## src/rtl/apb_sensor_completer.sv

```systemverilog
// APB completer bridging a bus master to a sensor acquisition core: command
// hand-off, result capture with ready/overrun tracking, and programmable wait states.
module apb_sensor_completer #(
  parameter int unsigned WAIT_CYCLES = 1
) (
  input  logic        Clk,
  input  logic        Rst_n,
  input  logic        PSEL,
  input  logic        PENABLE,
  input  logic        PWRITE,
  input  logic [3:0]  PADDR,
  input  logic [31:0] PWDATA,
  output logic [31:0] PRDATA,
  output logic        PREADY,
  output logic        PSLVERR,
  output logic [31:0] CmdOut,
  output logic        CmdValid,
  input  logic        CmdAccept,
  input  logic [31:0] ResultIn,
  input  logic        ResultValid
);

  localparam int unsigned CntW  = 4;
  localparam int unsigned DataW = 32;

  localparam logic [1:0] IdxCmd    = 2'd0;
  localparam logic [1:0] IdxStatus = 2'd1;
  localparam logic [1:0] IdxResult = 2'd2;
  localparam logic [1:0] IdxCtrl   = 2'd3;

  typedef enum logic [1:0] {IDLE, SETUP, ACCESS} state_e;

  state_e            state_q, state_d, cur_state;
  logic [CntW-1:0]   cnt_q, cnt_d;
  logic [DataW-1:0]  cmd_q, cmd_d, res_q, res_d;
  logic              pend_q, pend_d, valid_q, valid_d;
  logic              rdy_q, rdy_d, ovr_q, ovr_d;

  logic              complete, acc_err, aligned;
  logic [1:0]        idx;
  logic [DataW-1:0]  rdata;
  logic              cmd_wr, ctrl_wr, res_rd, soft_clr, ovr_clr;

  // Any cycle presenting PSEL & !PENABLE is a setup phase, whatever the registered state.
  always_comb begin
    cur_state = state_q;
    if (PSEL && !PENABLE) cur_state = SETUP;
    state_d = cur_state;
    cnt_d   = cnt_q;
    PREADY  = 1'b0;
    case (cur_state)
      IDLE:  state_d = IDLE;
      SETUP: begin
        state_d = ACCESS;
        cnt_d   = CntW'(WAIT_CYCLES);
      end
      ACCESS: begin
        PREADY = (cnt_q == '0);
        if (!PSEL || PREADY) state_d = IDLE;
        else                 cnt_d   = cnt_q - CntW'(1);
      end
      default: state_d = IDLE;
    endcase
  end

  assign complete = PSEL && PENABLE && PREADY;
  assign aligned  = (PADDR[1:0] == 2'b00);
  assign idx      = PADDR[3:2];

  // Access decode: error classification and read mux.
  always_comb begin
    acc_err = 1'b0;
    rdata   = '0;
    if (!aligned) begin
      acc_err = 1'b1;
    end else if (PWRITE) begin
      case (idx)
        IdxCmd:    acc_err = (PWDATA[31:30] == 2'b11) || pend_q;
        IdxStatus: acc_err = 1'b1;
        IdxResult: acc_err = 1'b1;
        default:   acc_err = 1'b0;
      endcase
    end else begin
      case (idx)
        IdxCmd:    rdata = cmd_q;
        IdxStatus: rdata = {29'd0, ovr_q, pend_q, rdy_q};
        IdxResult: rdata = res_q;
        default:   acc_err = 1'b1;
      endcase
    end
  end

  assign PRDATA  = (complete && !acc_err) ? rdata : '0;
  assign PSLVERR = complete && acc_err;

  assign cmd_wr   = complete && !acc_err && PWRITE && (idx == IdxCmd);
  assign ctrl_wr  = complete && !acc_err && PWRITE && (idx == IdxCtrl);
  assign res_rd   = complete && !acc_err && !PWRITE && (idx == IdxResult);
  assign soft_clr = ctrl_wr && PWDATA[1];
  assign ovr_clr  = ctrl_wr && PWDATA[0];

  // Register side effects; a coincident capture beats an overrun clear.
  always_comb begin
    cmd_d   = cmd_q;
    pend_d  = pend_q;
    valid_d = 1'b0;
    res_d   = res_q;
    rdy_d   = rdy_q;
    ovr_d   = ovr_q;
    if (soft_clr) begin
      cmd_d  = '0;
      pend_d = 1'b0;
      res_d  = '0;
      rdy_d  = 1'b0;
      ovr_d  = 1'b0;
    end else begin
      if (cmd_wr) begin
        cmd_d   = PWDATA;
        pend_d  = 1'b1;
        valid_d = 1'b1;
      end else if (CmdAccept) begin
        pend_d = 1'b0;
      end
      if (res_rd)  rdy_d = 1'b0;
      if (ovr_clr) ovr_d = 1'b0;
      if (ResultValid) begin
        res_d = ResultIn;
        rdy_d = 1'b1;
        if (rdy_q && !res_rd) ovr_d = 1'b1;
      end
    end
  end

  always_ff @(posedge Clk or negedge Rst_n) begin
    if (!Rst_n) begin
      state_q <= IDLE;
      cnt_q   <= '0;
      cmd_q   <= '0;
      pend_q  <= 1'b0;
      valid_q <= 1'b0;
      res_q   <= '0;
      rdy_q   <= 1'b0;
      ovr_q   <= 1'b0;
    end else begin
      state_q <= state_d;
      cnt_q   <= cnt_d;
      cmd_q   <= cmd_d;
      pend_q  <= pend_d;
      valid_q <= valid_d;
      res_q   <= res_d;
      rdy_q   <= rdy_d;
      ovr_q   <= ovr_d;
    end
  end

  assign CmdOut   = cmd_q;
  assign CmdValid = valid_q;

endmodule

```

## config.mk

```make
export PLATFORM = sky130hd
export DESIGN_NAME = apb_sensor_completer
export DESIGN_NICKNAME = d
export VERILOG_FILES = /design/src/rtl/apb_sensor_completer.sv
export SDC_FILE = /design/constraint.sdc
export NUM_CORES = 1
export LEC_CHECK = 0
export ABC_AREA = 1
export ABC_CLOCK_PERIOD_IN_PS = 1900
export BUFFER_PORTS_ARGS = -buffer_cell sky130_fd_sc_hd__buf_4
export CORE_MARGIN = 1
export CORE_UTILIZATION = 50
export CTS_CLUSTER_DIAMETER = 120
export DETAILED_ROUTE_END_ITERATION = 8
export MAX_ROUTING_LAYER = met4
export PLACE_DENSITY_LB_ADDON = 0.3
export RECOVER_POWER = 25
export SETUP_SLACK_MARGIN = 0.05
export SYNTH_ARGS = -nofsm -noshare
export SYNTH_HDL_FRONTEND = slang
export SYNTH_SLANG_ARGS = --single-unit
```

## constraint.sdc

```tcl
create_clock -name Clk -period 1.9 [get_ports Clk]
set_input_delay 0.285 -clock Clk [delete_from_list [all_inputs] [get_ports Clk]]
set_output_delay 0.285 -clock Clk [all_outputs]
set_load 0.05 [all_outputs]
```

==> results of run 1 <==
[power by group through the flow]
| stage | Combinational [mW] | Sequential [mW] | Clock, mW |
|---|---|---|---|
| floorplan | 0.227 | 1.72 | 0 |
| global placement | 0.479 | 1.72 | 0 |
| detailed placement | 0.495 | 1.72 | 0 |
| CTS | 0.533 | 1.69 | 1.32 |
| global route | 0.697 | 1.72 | 1.44 |
| finish | 0.662 | 1.71 | 1.41 |
[path summary, 6_finish.rpt]
check	end	slack, ns	cells past startpoint
min in group asynchronous	CmdOut[26]	0.63	2
worst min-delay path	CmdOut[25]	0.13	3
worst max register to register	CmdOut[23]	-0.43	14
worst min register to register	res_q[9]	0.53	2
worst max-delay path	PRDATA[2]	-0.47	9
max in group asynchronous	res_q[19]	0.41	3
[logic make-up (layout without fill, tap and decap cells)]
family,after synthesis,in the layout,synth area share [%]
and+or+nand+nor,295,297,33.9
DFF,74,74,48.7
buffers and inverters,60,250,8.45
AOI/OAI and AO/OA,42,42,5.88
adders and majority gates,8,8,2.63
xor gates and xnor gates,2,2,0.460
[metrics by stage]
stage,instance area [um^2],setup WS (ns),utilization (%),std cells
4_1_cts,5940,-0.400,81.5,738
3_3_place_gp,5410,-0.200,74.2,713
6_report,6870,-0.471,94.2,772
2_1_floorplan,4210,-0.177,-,481
5_1_grt,6870,-0.563,94.2,772
3_5_place_dp,5410,-0.339,74.2,713
[registers in the layout, summed over array words and instances (netlist names)]
name and flops:
state_q 2, cnt_q 4, res_q 32, ovr_q 1
rdy_q 1, CmdOut 32, pend_q 1, CmdValid 1
[cells in the mapped netlist, drive strengths merged (3+ instances only)]
cell and n:
buf 22, inv 22, clkbuf 16, o21ai 3, a21oi 32, nor2 16
a31oi 3, dfrtp 74, ha 8, nand2 142, o22ai 3, nand3 134
[area by class of cell]
cell class | count | area [um^2]
clock buffers | 13 | 169
clock inverters | 3 | 46.3
flip-flops and latches | 74 | 1850
fillers | 216 | 420
repair buffers | 212 | 2240
multi-input cells | 349 | 2340
well taps | 99 | 124
inverters | 22 | 103
[critical path, stage by stage, from the launching register on]
cell and delay (ns):
dfrtp_1 0.40, nor2_4 0.12, ha_4 0.17, nand3_4 0.08
nor2_4 0.11, nand4_1 0.12, buf_6 0.20, buf_12 0.16
a31oi_4 0.16, buf_6 0.18
[cells in the final DEF (no fill, tap or decap), drive strengths merged]
master and instances:
buf 195, nand2 142, nand3 136, dfrtp 74
a21oi 32, clkbuf 29, inv 21, nor2 16
ha 8, a31oi 3, o22ai 3, o21ai 3
clkinv 2, or2 1, nand4 1, nor3 1
a21boi 1, xnor2 1, xor2 1, bufinv 1
clkinvlp 1, dlygate4sd3 1
[metal layers]
metal | track usage, % | up-vias | part of all wire [%]
met3 | 6.09 | 188 | 12
met5 | - | - | 0
met1 | 39.1 | 2386 | 33
met2 | 54.6 | 533 | 47
met4 | 11.4 | 0 | 8.3
li1 | - | 1978 | -
[repair_timing]
item                                    CTS  global route
setup buffers                             6            10
gates cloned                              2            25
pin swaps                                 6            19
gates resized for setup                  54            83
hold buffers                              1             0
endpoints found under the hold margin    37             0
endpoints found under the setup margin  102           102
==> run_results.csv, run 1 <==
group,metric,value,unit
sta,hold_violations,0,
synthesis,syn_avg_cell_area,7.91,um^2
sta,worst_pin_slew,1.08,ns
power,p_seq_share,45.3,%
min_path,hp-class,"in2reg",
finish,antennaDiodeCount,0,
power,switching_power,1.12,mW
finish,synthToLayoutAreaGrowth,80.5,%
synthesis,synthArstFlopShare,100,%
floorplan,dieHeight,89.3,um
clocking,tritoncts,"yes",
sta,skew,0.00902,ns
clocking,cts_made_buffers,9,
clocking,clkTransAtPathRegs,0.09,ns
placement,post-dp-hpwl,7.97,mm
drt,drtAntennaViolNets,0,
power,irDropWorstVdd,628,uV
sta,finalSetupTns,-37.92,ns
floorplan,die_x,89.3,um
power,power.density,550,nW/um^2
synthesis,syn_area,3810,um^2
global_route,grt_pass1_vias,3880,
global_route,antenna_found_initial,0,
synthesis,yosys-top-cells-area,"dfrtp_1, nand3_1, nand2_1",
critical_path,path_class,"reg2out",
synthesis,syn_nets,564,
finish,drive_above_1_share,47.5,%
floorplan,die-area,7970,um^2
drt,via_per_inst,6.59,
sta,max_freq,0.422,GHz
critical_path,crit_path_start_kind,"register",
job,cap_violations,0,
global_route,grt_pass1_wl,18.7,mm
synthesis,synthCells,481,
power,power.internal,2.66,mW
clocking,h-tree-depth,3,
clocking,clockBufferDepth,2,
synthesis,synth_flop_cell,"dfrtp_1",
floorplan,num_io_pins,142,
drt,drc_errors,0,
clocking,cts.sinks,74,
drt,wire_per_inst,25.4,um
synthesis,yosysUniqueCellTypes,26,
global_route,grt_max_degree,57,
synthesis,ys_seq_elements,74,
drt,num_vias,5085,
power,power,3.78,mW
global_route,overflow,0,
power,power_frac_comb,17.5,%
critical_path,worstPathArrival,2.09,ns
synthesis,seq_area_frac_synth,48.7,%
critical_path,worstSetupStartpoint,"state_q[0]",
sta,finalWorstSetupSlack,-0.471,ns
sta,max-slew-margin-rel,28.3,%
synthesis,netlist.area_leader.share,48.7,%
synthesis,yosysWarnings,0,
clocking,clk-insertion-delay-late,0.38,ns
sta,drv_slew,0,
sta,rsz0062_at_grt,"yes",
synthesis,synth_edf_count,0,
sta,hold_ws,0.130,ns
synthesis,synth_largest_area_cell,"dfrtp_1",
sta,min_period,2.37,ns
run_status,status,"finished, violations left",
min_path,hold_start,"PWDATA[25]",
critical_path,end_kind,"output port",
run_status,violations,"negative setup slack",
placement,io_buffer_count,141,
sta,setup_viol,101,
finish,final_nets,751,
global_route,grt_util_all_layers,32.4,%
power,power.leakage,3.28,nW
floorplan,start_util,52.2,%
power,power.clock.fraction,37.2,%
floorplan,core_area,7290,um^2
power,switching_share,29.6,%
critical_path,cp.required,1.62,ns
drt,dr.pass1.iters,6,
clocking,ctsRootBufferMaster,"clkbuf_8",
placement,place.gp.congestion,0.812,
drt,wl,19.6,mm
critical_path,cp_max_fo,5,
critical_path,worstReg2RegStart,"state_q[0]",
drt,drt_iter0_markers,703,
floorplan,num_rows,31,
sta,post-route-period-util,125,%
No activity file was read; power rests on OpenSTA's default activity.
==> inputs of run 2 (changes only) <==
--- a/config.mk
+++ b/config.mk
@@ -17,3 +17,2 @@
 export RECOVER_POWER = 25
-export SETUP_SLACK_MARGIN = 0.05
 export SYNTH_ARGS = -nofsm -noshare
--- a/constraint.sdc
+++ b/constraint.sdc
@@ -3,2 +3,2 @@
 set_output_delay 0.285 -clock Clk [all_outputs]
-set_load 0.05 [all_outputs]
+set_load 0.1 [all_outputs]
==> run 2 against run 1 <==
Compared with the run above:
- sequential share of layout area grew 2.4 points
- final cell count shrank 4.1%
- clock power shrank 18%
- sequential cell count is the same
- fmax shrank 2.8%
- register-to-register slack gained 0.32 ns
- highest routed layer unchanged
- critical path type unchanged
- combinational power shrank 3.5%
- non-clock buffer count shrank 30
- the flow still finishes with violations (negative setup slack)
- power shrank 7.7%
- critical path depth is the same
- worst hold slack gained 0.031 ns
- core utilization shrank 7.8 points
==> run_results.csv, run 2 (synthesized netlist as in run 1, its figures left out) <==
group,metric,value,unit
sta,finalWorstSetupSlack,-0.539,ns
global_route,grt_pass1_vias,4112,
floorplan,num_rows,31,
critical_path,end_kind,"output port",
power,p_seq_share,48.8,%
floorplan,die_x,89.3,um
min_path,min_path_cells,3,
finish,n_fill_cell,391,
job,cap_violations,0,
sta,skew,0.0178,ns
critical_path,crit_chain,"inv_2 > ha_4 > nand3_4 > nor2_2 > nand4_1 > buf_6 > buf_16 > a31oi_4 > buf_12",
drt,met3_length,972,um
finish,synthToLayoutAreaGrowth,65.6,%
placement,io_buffer_count,141,
drt,wire_per_inst,18.6,um
placement,post-dp-hpwl,7.54,mm
drt,drt_iter0_markers,225,
clocking,clockBufferDepth,2,
sta,max_freq,0.410,GHz
run_status,violations,"negative setup slack",
sta,setup_viol,101,
global_route,antenna_found_initial,0,
power,irDropWorstVdd,459,uV
critical_path,cpPeakStageDelay,0.41,ns
finish,layout_commonest_cell,"nand2_1",
drt,via_per_inst,5.79,
power,power.internal,2.49,mW
critical_path,worstPathArrival,2.15,ns
floorplan,dieHeight,89.3,um
sta,drv_slew,0,
critical_path,cp.required,1.62,ns
clocking,cts_made_buffers,9,
critical_path,ff2ff_path_depth,11,
power,power_frac_comb,18.3,%
drt,highest_layer,"met4",
sta,worst_pin_slew,0.912,ns
sta,rsz0062_at_grt,"yes",
floorplan,num_io_pins,142,
clocking,cts.sinks,74,
sta,post-route-period-util,128,%
global_route,overflow,0,
sta,hold_violations,0,
clocking,h-tree-depth,3,
critical_path,path_buf_inv,4,
global_route,grt_util_all_layers,33.7,%
drt,wl_met1,5.14,mm
run_status,status,"finished, violations left",
floorplan,core_area,7290,um^2
power,switching_power,997,uW
critical_path,crit_path_start_kind,"register",
global_route,grt_pass1_wl,19.3,mm
power,switching_share,28.6,%
clocking,tritoncts,"yes",
finish,drive_above_1_share,38.8,%
sta,finalSetupTns,-18.66,ns
clocking,clk-insertion-delay-late,0.35,ns
drt,dr.pass1.iters,5,
power,power.clock.fraction,32.9,%
min_path,hp-class,"in2reg",
critical_path,cp_num_cells,9,
floorplan,die-area,7970,um^2
critical_path,critical-path-slowest-cell,"dfrtp_1",
finish,layout_common_cells,"nand2_1, buf_4, nand3_1, dfrtp_1, buf_12",
sta,min_period,2.44,ns
critical_path,path_class,"reg2out",
sta,max-slew-margin-rel,39.2,%
finish,final_util,86.4,%
global_route,grt_max_degree,63,
drt,wl,13.8,mm
critical_path,crit_family,"buffers and inverters",
power,power.leakage,3.00,nW
critical_path,rrSetupSlack,-0.11,ns
finish,final_nets,719,
drt,met2_length,7.27,mm
finish,antennaDiodeCount,0,
drt,drtAntennaViolNets,0,
clocking,clkTransAtPathRegs,0.08,ns
drt,drc_errors,0,
power,power.density,553,nW/um^2
drt,num_vias,4282,
critical_path,cp_max_fo,5,
placement,place.gp.congestion,0.831,
clocking,ctsRootBufferMaster,"clkbuf_8",
floorplan,start_util,52.2,%
-- run 2: changes by cell type in the layout (fill, tap and decap cells not counted), sizes merged --
cell      delta
bufinv       -1
clkbuf      -17
clkinvlp     -1
buf         -15
inv          +1
clkinv       +3
nand3        -2
-- run 2: per-stage QoR --
step	cell area (um^2)	hold slack (ns)	worst slack (ns)	power, mW	instances
global placement	5460	0.254	-0.278	2.22	712
floorplan	4230	-0.0106	-0.514	1.96	481
CTS	6220	0.155	-0.479	3.37	737
finish	6300	0.160	-0.539	3.49	740
global route	6300	0.169	-0.581	3.61	740
detailed placement	5460	0.267	-0.358	2.25	712
-- run 2: timing repair --
item                       CTS  global route
gates cloned                 4             0
setup buffers                4             4
setup endpoints to repair  102           102
resized for setup          110            15
hold endpoints to repair    32             0
pin swaps                    3             4
hold buffers                 1             0
-- run 2: tightest hold or removal path, delay by kind of cell --
family | cells | cell delay (ns)
simple gates | 2 | 0.11
buf+inv | 1 | 0.08
-- run 2: path summary, 6_finish.rpt --
check	endpoint	startpoint
worst max-delay path	PRDATA[2]	cnt_q[0]
worst min-delay path	CmdOut[15]	PWDATA[15]
worst max register to register	CmdOut[9]	cnt_q[0]
worst min register to register	res_q[22]	res_q[22]
max in group asynchronous	res_q[1]	Rst_n
min in group asynchronous	CmdOut[25]	Rst_n
-- run 2: layer usage --
metal / vias up / GRT usage, %
met5: - / -
met4: 0 / 16.9
met3: 41 / 4.43
met2: 271 / 57.5
met1: 2073 / 39.2
li1: 1897 / -
-- run 2: area by class of cell --
cell class	instances	area, um^2	area share, %
multi-input cells	347	2080	33.0
repair buffers	182	1970	31.3
flip-flops and latches	74	1850	29.4
clock buffers	11	151	2.40
well taps	99	124	1.97
inverters	22	92.6	1.47
clock inverters	5	28.8	0.457
-- run 2: power by group through the flow --
stage	registers, mW	logic (mW)	clock network (mW)
finish	1.70	0.639	1.15
global route	1.71	0.687	1.22
floorplan	1.73	0.230	0
global placement	1.72	0.506	0
CTS	1.69	0.537	1.15
detailed placement	1.72	0.527	0
